### config.mk
export PLATFORM = sky130hd
export DESIGN_NAME = arduino_rsa_ctrl
export DESIGN_NICKNAME = d
export VERILOG_FILES = /design/src/rtl/arduino_rsa_pkg.sv /design/src/rtl/arduino_rsa_ctrl_strobe_sync.sv /design/src/rtl/arduino_rsa_ctrl.sv
export SDC_FILE = /design/constraint.sdc
export NUM_CORES = 1
export LEC_CHECK = 0
export BUFFER_PORTS_ARGS = -buffer_cell sky130_fd_sc_hd__buf_2
export CAP_MARGIN = 5
export CORE_ASPECT_RATIO = 0.8
export CORE_UTILIZATION = 34
export DETAILED_ROUTE_END_ITERATION = 12
export MAX_ROUTING_LAYER = met4
export PLACE_DENSITY = 0.61
export SKIP_LAST_GASP = 1
export SLEW_MARGIN = 10
export SYNTH_ARGS = -nofsm -noshare
export SYNTH_HDL_FRONTEND = slang
export SYNTH_SLANG_ARGS = --single-unit
### constraint.sdc
create_clock -name clk -period 1.7 [get_ports clk]
set_clock_uncertainty 0.1 [all_clocks]
set_input_delay 0.085 -clock clk [delete_from_list [all_inputs] [get_ports clk]]
set_output_delay 0.085 -clock clk [all_outputs]
set_load 0.005 [all_outputs]
### src/rtl/arduino_rsa_pkg.sv
// Shared types and constants for the Arduino-to-RSA-core bus controller.
package arduino_rsa_pkg;

  localparam int DATA_W_DEF = 32;

  localparam logic [31:0] CMD_MODEXP = 32'h0000_00A5;
  localparam logic [31:0] ERR_WORD   = 32'hFFFF_FFFF;

  typedef enum logic [2:0] {
    ST_IDLE   = 3'd0,
    ST_LOAD_M = 3'd1,
    ST_LOAD_E = 3'd2,
    ST_LOAD_N = 3'd3,
    ST_START  = 3'd4,
    ST_WAIT   = 3'd5,
    ST_DONE   = 3'd6,
    ST_ERROR  = 3'd7
  } state_t;

endpackage

### src/rtl/arduino_rsa_ctrl_strobe_sync.sv
// Multi-flop synchroniser for an asynchronous strobe, with a rising-edge pulse
// derived from the synchronised level.
module strobe_sync #(
  parameter int SYNC_STAGES = 2
) (
  input  logic clk,
  input  logic rstn,
  input  logic async_in,
  output logic level,
  output logic rise
);

  logic [SYNC_STAGES-1:0] sync_q;
  logic                   prev_q;

  always_ff @(posedge clk or negedge rstn) begin
    if (!rstn) begin
      sync_q <= '0;
      prev_q <= 1'b0;
    end else begin
      sync_q <= {sync_q[SYNC_STAGES-2:0], async_in};
      prev_q <= sync_q[SYNC_STAGES-1];
    end
  end

  assign level = sync_q[SYNC_STAGES-1];
  assign rise  = level & ~prev_q;

endmodule

### src/rtl/arduino_rsa_ctrl.sv
// Arduino parallel-bus front end for the RSA mod-exp core: command + three operands in,
// result out. Define ARD_CORE_TIMEOUT_EN to add a core-wait timeout leading to ERROR.
module arduino_rsa_ctrl
  import arduino_rsa_pkg::*;
#(
  parameter int DATA_W      = DATA_W_DEF,
  parameter int SYNC_STAGES = 2,
  parameter int TIMEOUT_W   = 24
) (
  input  logic              clk,
  input  logic              rstn,
  input  logic              ard_write,
  input  logic              ard_oe,
  input  logic [DATA_W-1:0] ard_data_in,
  output logic [DATA_W-1:0] ard_data_out,
  output logic              ard_data_oe,
  output logic [DATA_W-1:0] core_msg,
  output logic [DATA_W-1:0] core_exp,
  output logic [DATA_W-1:0] core_mod,
  output logic              core_start,
  input  logic              core_done,
  input  logic [DATA_W-1:0] core_result,
  output logic              busy,
  output logic              error,
  output logic [2:0]        state_led
);

  state_t            state_q, state_d;
  logic              wr_level, wr_evt, oe_level, oe_rise;
  logic              is_cmd, timeout;
  logic [DATA_W-1:0] msg_q, exp_q, mod_q, result_q, data_out_q;
  logic              data_oe_q;
  logic              unused;

  // Bus handshake: the Arduino has no back-pressure. A word is accepted once, on the
  // synchronised rising edge of ard_write, and ard_data_in is sampled in that cycle only.
  strobe_sync #(.SYNC_STAGES(SYNC_STAGES)) u_wr_sync (
    .clk(clk), .rstn(rstn), .async_in(ard_write), .level(wr_level), .rise(wr_evt)
  );

  strobe_sync #(.SYNC_STAGES(SYNC_STAGES)) u_oe_sync (
    .clk(clk), .rstn(rstn), .async_in(ard_oe), .level(oe_level), .rise(oe_rise)
  );

  assign unused = wr_level ^ oe_rise;
  assign is_cmd = (ard_data_in == DATA_W'(CMD_MODEXP));

`ifdef ARD_CORE_TIMEOUT_EN
  logic [TIMEOUT_W-1:0] to_cnt_q;

  always_ff @(posedge clk or negedge rstn) begin
    if (!rstn) begin
      to_cnt_q <= '0;
    end else if (state_q == ST_START) begin
      to_cnt_q <= '0;
    end else if (state_q == ST_WAIT && to_cnt_q != '1) begin
      to_cnt_q <= to_cnt_q + TIMEOUT_W'(1);
    end
  end

  // Leave WAIT on the cycle the counter steps onto all-ones.
  assign timeout = (to_cnt_q == {{(TIMEOUT_W-1){1'b1}}, 1'b0});
  assign error   = (state_q == ST_ERROR);
`else
  assign timeout = 1'b0;
  assign error   = 1'b0;
`endif

  always_ff @(posedge clk or negedge rstn) begin
    if (!rstn) state_q <= ST_IDLE;
    else       state_q <= state_d;
  end

  always_comb begin
    state_d = state_q;
    case (state_q)
      ST_IDLE:   if (wr_evt && is_cmd) state_d = ST_LOAD_M;
      ST_LOAD_M: if (wr_evt) state_d = ST_LOAD_E;
      ST_LOAD_E: if (wr_evt) state_d = ST_LOAD_N;
      ST_LOAD_N: if (wr_evt) state_d = ST_START;
      ST_START:  state_d = ST_WAIT;
      ST_WAIT: begin
        if (core_done)    state_d = ST_DONE;
        else if (timeout) state_d = ST_ERROR;
      end
      ST_DONE, ST_ERROR: if (wr_evt) state_d = is_cmd ? ST_LOAD_M : ST_IDLE;
      default:   state_d = ST_IDLE;
    endcase
  end

  always_ff @(posedge clk or negedge rstn) begin
    if (!rstn) begin
      msg_q      <= '0;
      exp_q      <= '0;
      mod_q      <= '0;
      result_q   <= '0;
      data_out_q <= '0;
      data_oe_q  <= 1'b0;
    end else begin
      if (wr_evt && state_q == ST_LOAD_M) msg_q <= ard_data_in;
      if (wr_evt && state_q == ST_LOAD_E) exp_q <= ard_data_in;
      if (wr_evt && state_q == ST_LOAD_N) mod_q <= ard_data_in;
      if (core_done && state_q == ST_WAIT) result_q <= core_result;
      // The extra register stage gives SYNC_STAGES+1 clocks from oe to pad enable.
      data_oe_q <= oe_level;
      case (state_q)
        ST_DONE:  data_out_q <= result_q;
        ST_ERROR: data_out_q <= DATA_W'(ERR_WORD);
        default:  data_out_q <= {{(DATA_W-3){1'b0}}, state_q};
      endcase
    end
  end

  assign core_msg     = msg_q;
  assign core_exp     = exp_q;
  assign core_mod     = mod_q;
  assign core_start   = (state_q == ST_START);
  assign busy         = !(state_q == ST_IDLE || state_q == ST_DONE || state_q == ST_ERROR);
  assign state_led    = state_q;
  assign ard_data_out = data_out_q;
  assign ard_data_oe  = data_oe_q;

endmodule

==> Yosys cells after proc, flatten, opt, wreduce, memory -nomap -nowiden <==
Index checks and enable logic that the tools add are counted.
{ "totals": {"register_bits": 169, "latchBits": 0, "mem_bits_rw": 0, "mem_bits_ro": 0, "elab_cells": 46, "n_memories": 0} }
{ "op_classes": {"add_sub_neg": 0, "mul": 0, "div": 0, "n_lt_le_gt_ge": 0, "eq_ne": 14, "shift": 0, "mux": 9, "bitwise": 2, "n_reduce_logical": 11} }
{ "ops": {"columns": ["operator", "n"], "rows": [
  ["32-bit case mux with 2 select lines", 1],
  ["32-bit by 8-bit equality test with 1-bit output (second input constant)", 1],
  ["3-bit case mux with 7 select lines", 1],
  ["3-bit two-way mux", 6],
  ["3-bit equality test (second input constant)", 4],
  ["2-bit != test (second input constant)", 6],
  ["3-bit by 2-bit equality test with 1-bit output (second input constant)", 2],
  ["6-bit AND reduction", 1],
  ["1-bit logical AND", 5],
  ["3-bit by 1-bit equality test with 1-bit output (second input constant)", 1],
  ["3-bit logical NOT", 1],
  ["1-bit logical OR", 2],
  ["2-bit OR reduction", 1],
  ["1-bit AND", 1],
  ["1-bit logical NOT", 1],
  ["1-bit two-way mux", 1],
  ["1-bit NOT", 1]
]} }

==> Depth between registers and ports, before layout <==
Gate-level depths: netlist (run 1).
{ "depth": {"word_depth": 5, "ltp_mapped": 6, "mapped_depth_nobuf": 4} }

==> Modules after synthesis <==
Synthesis (run 1) repeated with hierarchy kept, for this count alone.
{ "unflattened": {"hier_cells": 422, "area_unflattened_um2": 6327.3} }
{ "by_module_without_submodules": {"columns": ["mod", "instances", "cells_per_inst", "area_each_um2", "seq_area_each_um2"], "rows": [
  ["arduino_rsa_ctrl", 1, 414, 6149.6, 4103.9],
  ["strobe_sync", 2, 4, 88.8, 75.1]
]} }

==> Least setup slack after synthesis (run 1) <==
Ideal clock, no wire load.
{ "synth_timing": {"path_kind": "flip-flop to flip-flop", "start": "register state_q[2] (netlist: state_led[2])", "end": "register msg_q[14] (netlist: core_msg[14])", "setup_time_ns": 0.125, "arrival_ns": 1.559, "slack_ns": -0.084, "stages_incl_launch_ff": 7, "period_less_slack_ns": 1.784, "path_cell_list": "dfrtp_1 buf_4 nor3b_4 and3_1 buf_4 buf_6 mux2_2"} }
{ "synth_between": {"elab_chain_cells": 2} }
{ "synth_rtl": {"columns": ["element", "line_no", "text"], "rows": [
  ["start, declared", "arduino_rsa_ctrl.sv:28", "state_t state_q, state_d;"],
  ["start signal, assigned", "arduino_rsa_ctrl.sv:71", "else state_q <= state_d;"],
  ["3-bit by 1-bit equality test with 1-bit output", "arduino_rsa_ctrl.sv:100", "if (wr_evt && state_q == ST_LOAD_M) msg_q <= ard_data_in;"],
  ["1-bit logical AND", "arduino_rsa_ctrl.sv:100", null],
  ["end signal, assigned", "arduino_rsa_ctrl.sv:100", null],
  ["end, declared", "arduino_rsa_ctrl.sv:31", "logic [DATA_W-1:0] msg_q, exp_q, mod_q, result_q, data_out_q;"]
]} }
Every way passes these cells.
A chain may end at the register's enable or synchronous reset.

==> Worst setup path in the final report (run 1) <==
{ "layout_timing": {"start": "register state_q[2] (netlist: state_led[2])", "end": "register msg_q[15] (netlist: core_msg[15])"} }
The elaborated chain is that of the path after synthesis.

==> metrics.txt, run 1 <==
status finished clean; final worst slack 36.65 ps; Tightest Pin Transition 572.8 ps; layout cells sized above 1 0.5299; Cell Rows 44; crit start category register; Post-Syn Area per Cell 15.16 sq um; Tcrit/Tclk final 0.9784; initial antenna violation count 0; pin count of the biggest net entering global routing between 50 and 60; Synth area leaders dfrtp_1 67%, mux2_2 21%, nor2_1 3.6%; Post-Synthesis Cells 418; R2R Setup Slk 40 ps; Die ar. 19,190 sq um; initial core utilization 0.3478; Yosys warning total 0; clock slew at reported path FFs 60 ps; Post-Route Utilization 0.5001; worst skew pair latency 420 ps; CTS tree built; Clock Path Buffers 2; most common cell after layout, fill and taps aside buf_2; total grt overflow 0; DR WL/cell 16.24 microns; DR iter-0 viols 147; distinct cell type count after synthesis 33; global-route wire length before repair 23.19 mm; antenna diode count 0; gr usage total 0.1647; # clock sinks 169; core region area about 18,000 sq um; CP required 1900 ps; First-pass DRT Iterations 4; io pins 204; most frequent cells in the layout 201 x buf_2, 167 x dfrtp_1, 116 x mux2_2; R2R Path Start state_led[2]; H-Tree Level Count 4; setup TNS 0 ps; Mapped Nets 487; Crit-path slowest cell dfrtp_1; TritonCTS buffer count 17; vias in the first global route 4,395; P_leak 4.409 nW; ys async rst share 1.000; Peak VDD IR 0.7597 mV; DP HPWL 10.41 mm; post-route antenna net violation count 0; critical path endpoint category register; CTS root buffer clkbuf_16; gpl congestion 0.7675; largest area contributor in the synthesized netlist dfrtp_1; final instance area 9114 sq um; endpoints failing setup 0; Crit Path Class register to register; Setup WS pre-CTS -0.9677 ps; Tmin final 1663 ps; area share of the largest cell type after synthesis 0.6673; final WL 15.78 mm; Rel. slew slack 0.6169; Max FO, Critical Path 12; worst reg2reg path depth 4; placed cell areas about 7700 sq um; critical path cell sequence nor3b_4 -> and3_4 -> clkbuf_16 -> mux2_2; DR vias/cell 4.488; sequential cell area fraction in the yosys report 0.6673; Synth Register Bits 169; Max stage delay on crit path 420 ps; Hold WC Path Type primary input to async pin; die height 124.1 microns; Die W 154.6 microns; Fmax achieved 0.6012 GHz; Worst Path Arrival 1870 ps; layout overhead on the synthesized area 43.81%; Final nets about 780; Worst R2R End core_msg[15]; IO Port Bufs 202; maxcap violations 0; Top FF cell, synth dfrtp_1; Netlist Area Pre-Place approximately 6300 sq um; RSZ-0062 raised after global routing yes; Post-synth EDFFs 0; Worst Path Buf+Inv 1; vias 4,362; Design Power 15.49 mW; largest delay contributor family on the critical path simple AND/OR/NAND/NOR gates; DR DRC count 0; Hold Violations, Final 0; max-slew violations 0; pwr/cell area 1700 nW/um^2
## sequential cells by signal, indices dropped and copies added (netlist names)
signal            count
result_q             32
ard_data_oe           1
u_wr_sync.sync_q      2
u_oe_sync.sync_q      2
core_exp             32
core_mod             32
core_msg             32
u_wr_sync.prev_q      1
ard_data_out         32
state_led             3
## layer usage
layer | vias up | routed length [microns] | track usage
li1 | 2019 | - | -
met1 | 2214 | 7166 | 0.2081
met2 | 111 | 7827 | 0.2579
met3 | 18 | 547 | 0.03897
met4 | 0 | 240 | 0.06559
met5 | - | 0 | -
## layout make-up
class                      instances  area (sq um)
fill                            1572          9109
sequential                       169          4232
timing repair buffer             294          2041
multi-input combinational        224          1951
clock buffer                      21         450.4
tap                              253         316.6
clock inverter                    10         120.1
inverter                           1         3.754
## how the worst max path moves through the flow
stage | to | startpoint | depth (start not counted)
floorplan | core_msg[14] | state_led[2] | 6
global placement | result_q[29] | state_led[2] | 5
detailed placement | result_q[29] | state_led[2] | 5
CTS | busy | state_led[2] | 4
global route | busy | state_led[2] | 4
finish | core_msg[15] | state_led[2] | 4
## cell usage after synthesis (3+ instances only)
cell type and n:
mux2_1 11, clkbuf_1 7, nor2b_1 3, buf_2 4
buf_6 9, buf_4 3, mux2_2 116, nor2_1 60
nor4_1 4, dfrtp_1 169, nand2_1 4, o21ai_0 4
## repair_timing
item,in CTS,in global routing
gates cloned,0,3
hold buffers,69,0
resized for setup,5,7
endpoints found under the hold margin,300,0
setup buffers,0,2
pin swaps,0,2
endpoints found under the setup margin,4,66
## logic make-up after synthesis
kind of cell	share of synthesized area
DFF	0.6673
muxes	0.2304
and+or+nand+nor	0.06358
buffers and inverters	0.02804
AOI/OAI and AO/OA	0.01007
other	0.0005917
## tightest hold or removal path, delay by kind of cell
family / cells / cell delay, ps
buffers and inverters: 3 / 930
## metrics by stage
| step | instances | hold slack, ps |
|---|---|---|
| after global routing | 972 | 164.0 |
| after global placement | 867 | -172.6 |
| after CTS | 967 | 137.4 |
| final | 972 | 135.1 |
| after floorplan | 418 | -310.6 |
| after detailed placement | 867 | -169.6 |
## power breakdown
group	switching, mW	leakage, nW	internal [mW]	total (mW)
clock	1.57	0.279	2.21	3.77
sequential	0.917	2.06	5.82	6.74
combinational	2.08	2.07	2.90	4.98
total	4.56	4.41	10.9	15.5
Note: power is estimated with default switching activity, not from simulation.
==> run 2, diff against run 1 <==
- CORE_MARGIN: default -> 5
==> run 2 against run 1 <==
  * First-iteration DRC count grew 33%
  * Via count up 1.6%
  * Maximum frequency fell by 2.9%
  * The run now ends with negative setup slack left
  * Critical path type unchanged
==> metrics.txt, run 2 (synthesis gave the netlist of run 1 again) <==
status finished with violations; violated checks negative setup slack; critical path endpoint category register; gpl congestion between 0.7 and 0.8; RSZ-0062 raised after global routing yes; Clock Path Buffers 2; final WL 16.80 mm; Cell Rows 44; Max FO, Critical Path 6; Design Power around 16 mW; DR vias/cell 4.507; Fin Hold WS 58.12 ps; die height 132.1 microns; critical path cell sequence nor3b_4 -> and3_4 -> clkbuf_16 -> mux2_2; maxcap violations 0; First-pass DRT Iterations 4; Setup WS pre-CTS -25.48 ps; Peak VDD IR slightly below 0.7 mV; # clock sinks 169; met3 Use GR 0.03782; vias in the first global route 4,963; core region area 18,220 sq um; gr usage total 0.1611; Worst Path Buf+Inv 1; Post-Route Utilization 0.5056; CTS tree built; worst skew pair latency between 400 and 500 ps; layout cells sized above 1 0.5460; max-slew violations 0; total grt overflow 0; initial core utilization 0.3478; M1 GR Usage 0.1978; largest delay contributor family on the critical path simple AND/OR/NAND/NOR gates; DR DRC count 0; TritonCTS buffer count 17; post-route insts no fill 983; IO Port Bufs 202; Tmin final approximately 1700 ps; crit start category register; Tcrit/Tclk final 1.008; final instance area 9213 sq um; global-route wire length before repair 26.61 mm; most frequent cells in the layout 201 x buf_2, 167 x dfrtp_1, 109 x mux2_2; pwr/cell area about 1700 nW/um^2; fillcell total 1,579; P_leak 4.472 nW; vias about 4,400; Die ar. 21,490 sq um; CTS root buffer clkbuf_16; placed cell areas 7791 sq um; post-route antenna net violation count 0; Max stage delay on crit path a little over 400 ps; Worst Path Arrival between 1500 and 2000 ps; io pins 204; DR iter-0 viols 196; met2 usage 0.2608; most common cell after layout, fill and taps aside buf_2; Hold Violations, Final 0; final worst slack -13.23 ps; DR WL/cell roughly 17 microns; Hold WC Path Type primary input to register; pin count of the biggest net entering global routing 52; DP HPWL between 10 and 15 mm; layout overhead on the synthesized area 45.37%; setup TNS -52.21 ps; Rel. slew slack 0.6421; GRT busiest layer met2; Crit-path slowest cell dfrtp_1; Die W around 160 microns; Tightest Pin Transition 536.9 ps; H-Tree Level Count 4; CP required 1910 ps; clock slew at reported path FFs 70 ps; Final nets 785; endpoints failing setup 7; Crit Path Class register to register; Placed Cells 874; initial antenna violation count 1; Fmax achieved 0.5837 GHz
run 2: cell type report:
class / instances / area, sq um / area share
clock inverter: 13 / 135.1 / 0.01467
antenna: 1 / 2.502 / 0.0002716
tap: 253 / 316.6 / 0.03436
clock buffer: 19 / 442.9 / 0.04808
multi-input combinational: 224 / 1989 / 0.2159
inverter: 1 / 3.754 / 0.0004074
sequential: 169 / 4232 / 0.4593
timing repair buffer: 303 / 2091 / 0.2269
run 2: tightest hold or removal path, stage by stage:
cell and delay (ps):
buf_2 90, nor4_2 50, buf_4 130, nand4_1 90
o41ai_1 90
run 2: timing repair:
| item | 4_1_cts | 5_1_grt |
|---|---|---|
| setup buffers | 1 | 5 |
| pin swaps | 1 | 2 |
| endpoints found under the hold margin | 300 | 0 |
| cloned | 0 | 2 |
| setup endpoints to repair | 35 | 49 |
| resized for setup | 9 | 14 |
| hold buffers | 68 | 0 |
run 2: routing by layer:
| metal | vias to the layer above | share of wire |
|---|---|---|
| met5 | - | 0 |
| met4 | 0 | 0.021 |
| met3 | 24 | 0.047 |
| met2 | 124 | 0.50 |
| met1 | 2241 | 0.43 |
| li1 | 2041 | - |
run 2: final timing paths:
path                       slack (ps)             endpoint           startpoint  depth (start not counted)
max reg2reg                       -10         core_msg[10]     u_wr_sync.prev_q                          4
min                                60         state_led[0]      ard_data_in[19]                          5
max                               -10         core_msg[10]     u_wr_sync.prev_q                          4
min in group asynchronous         110         result_q[25]                 rstn                          2
min reg2reg                       250  u_oe_sync.sync_q[1]  u_oe_sync.sync_q[0]                          0
max in group asynchronous         810         core_msg[22]                 rstn                          3
run 2: power breakdown:
part           switching, mW  internal, mW
Sequential             0.950          5.83
Clock                   1.66          2.10
Combinational           2.13          2.98
Total                   4.74          10.9
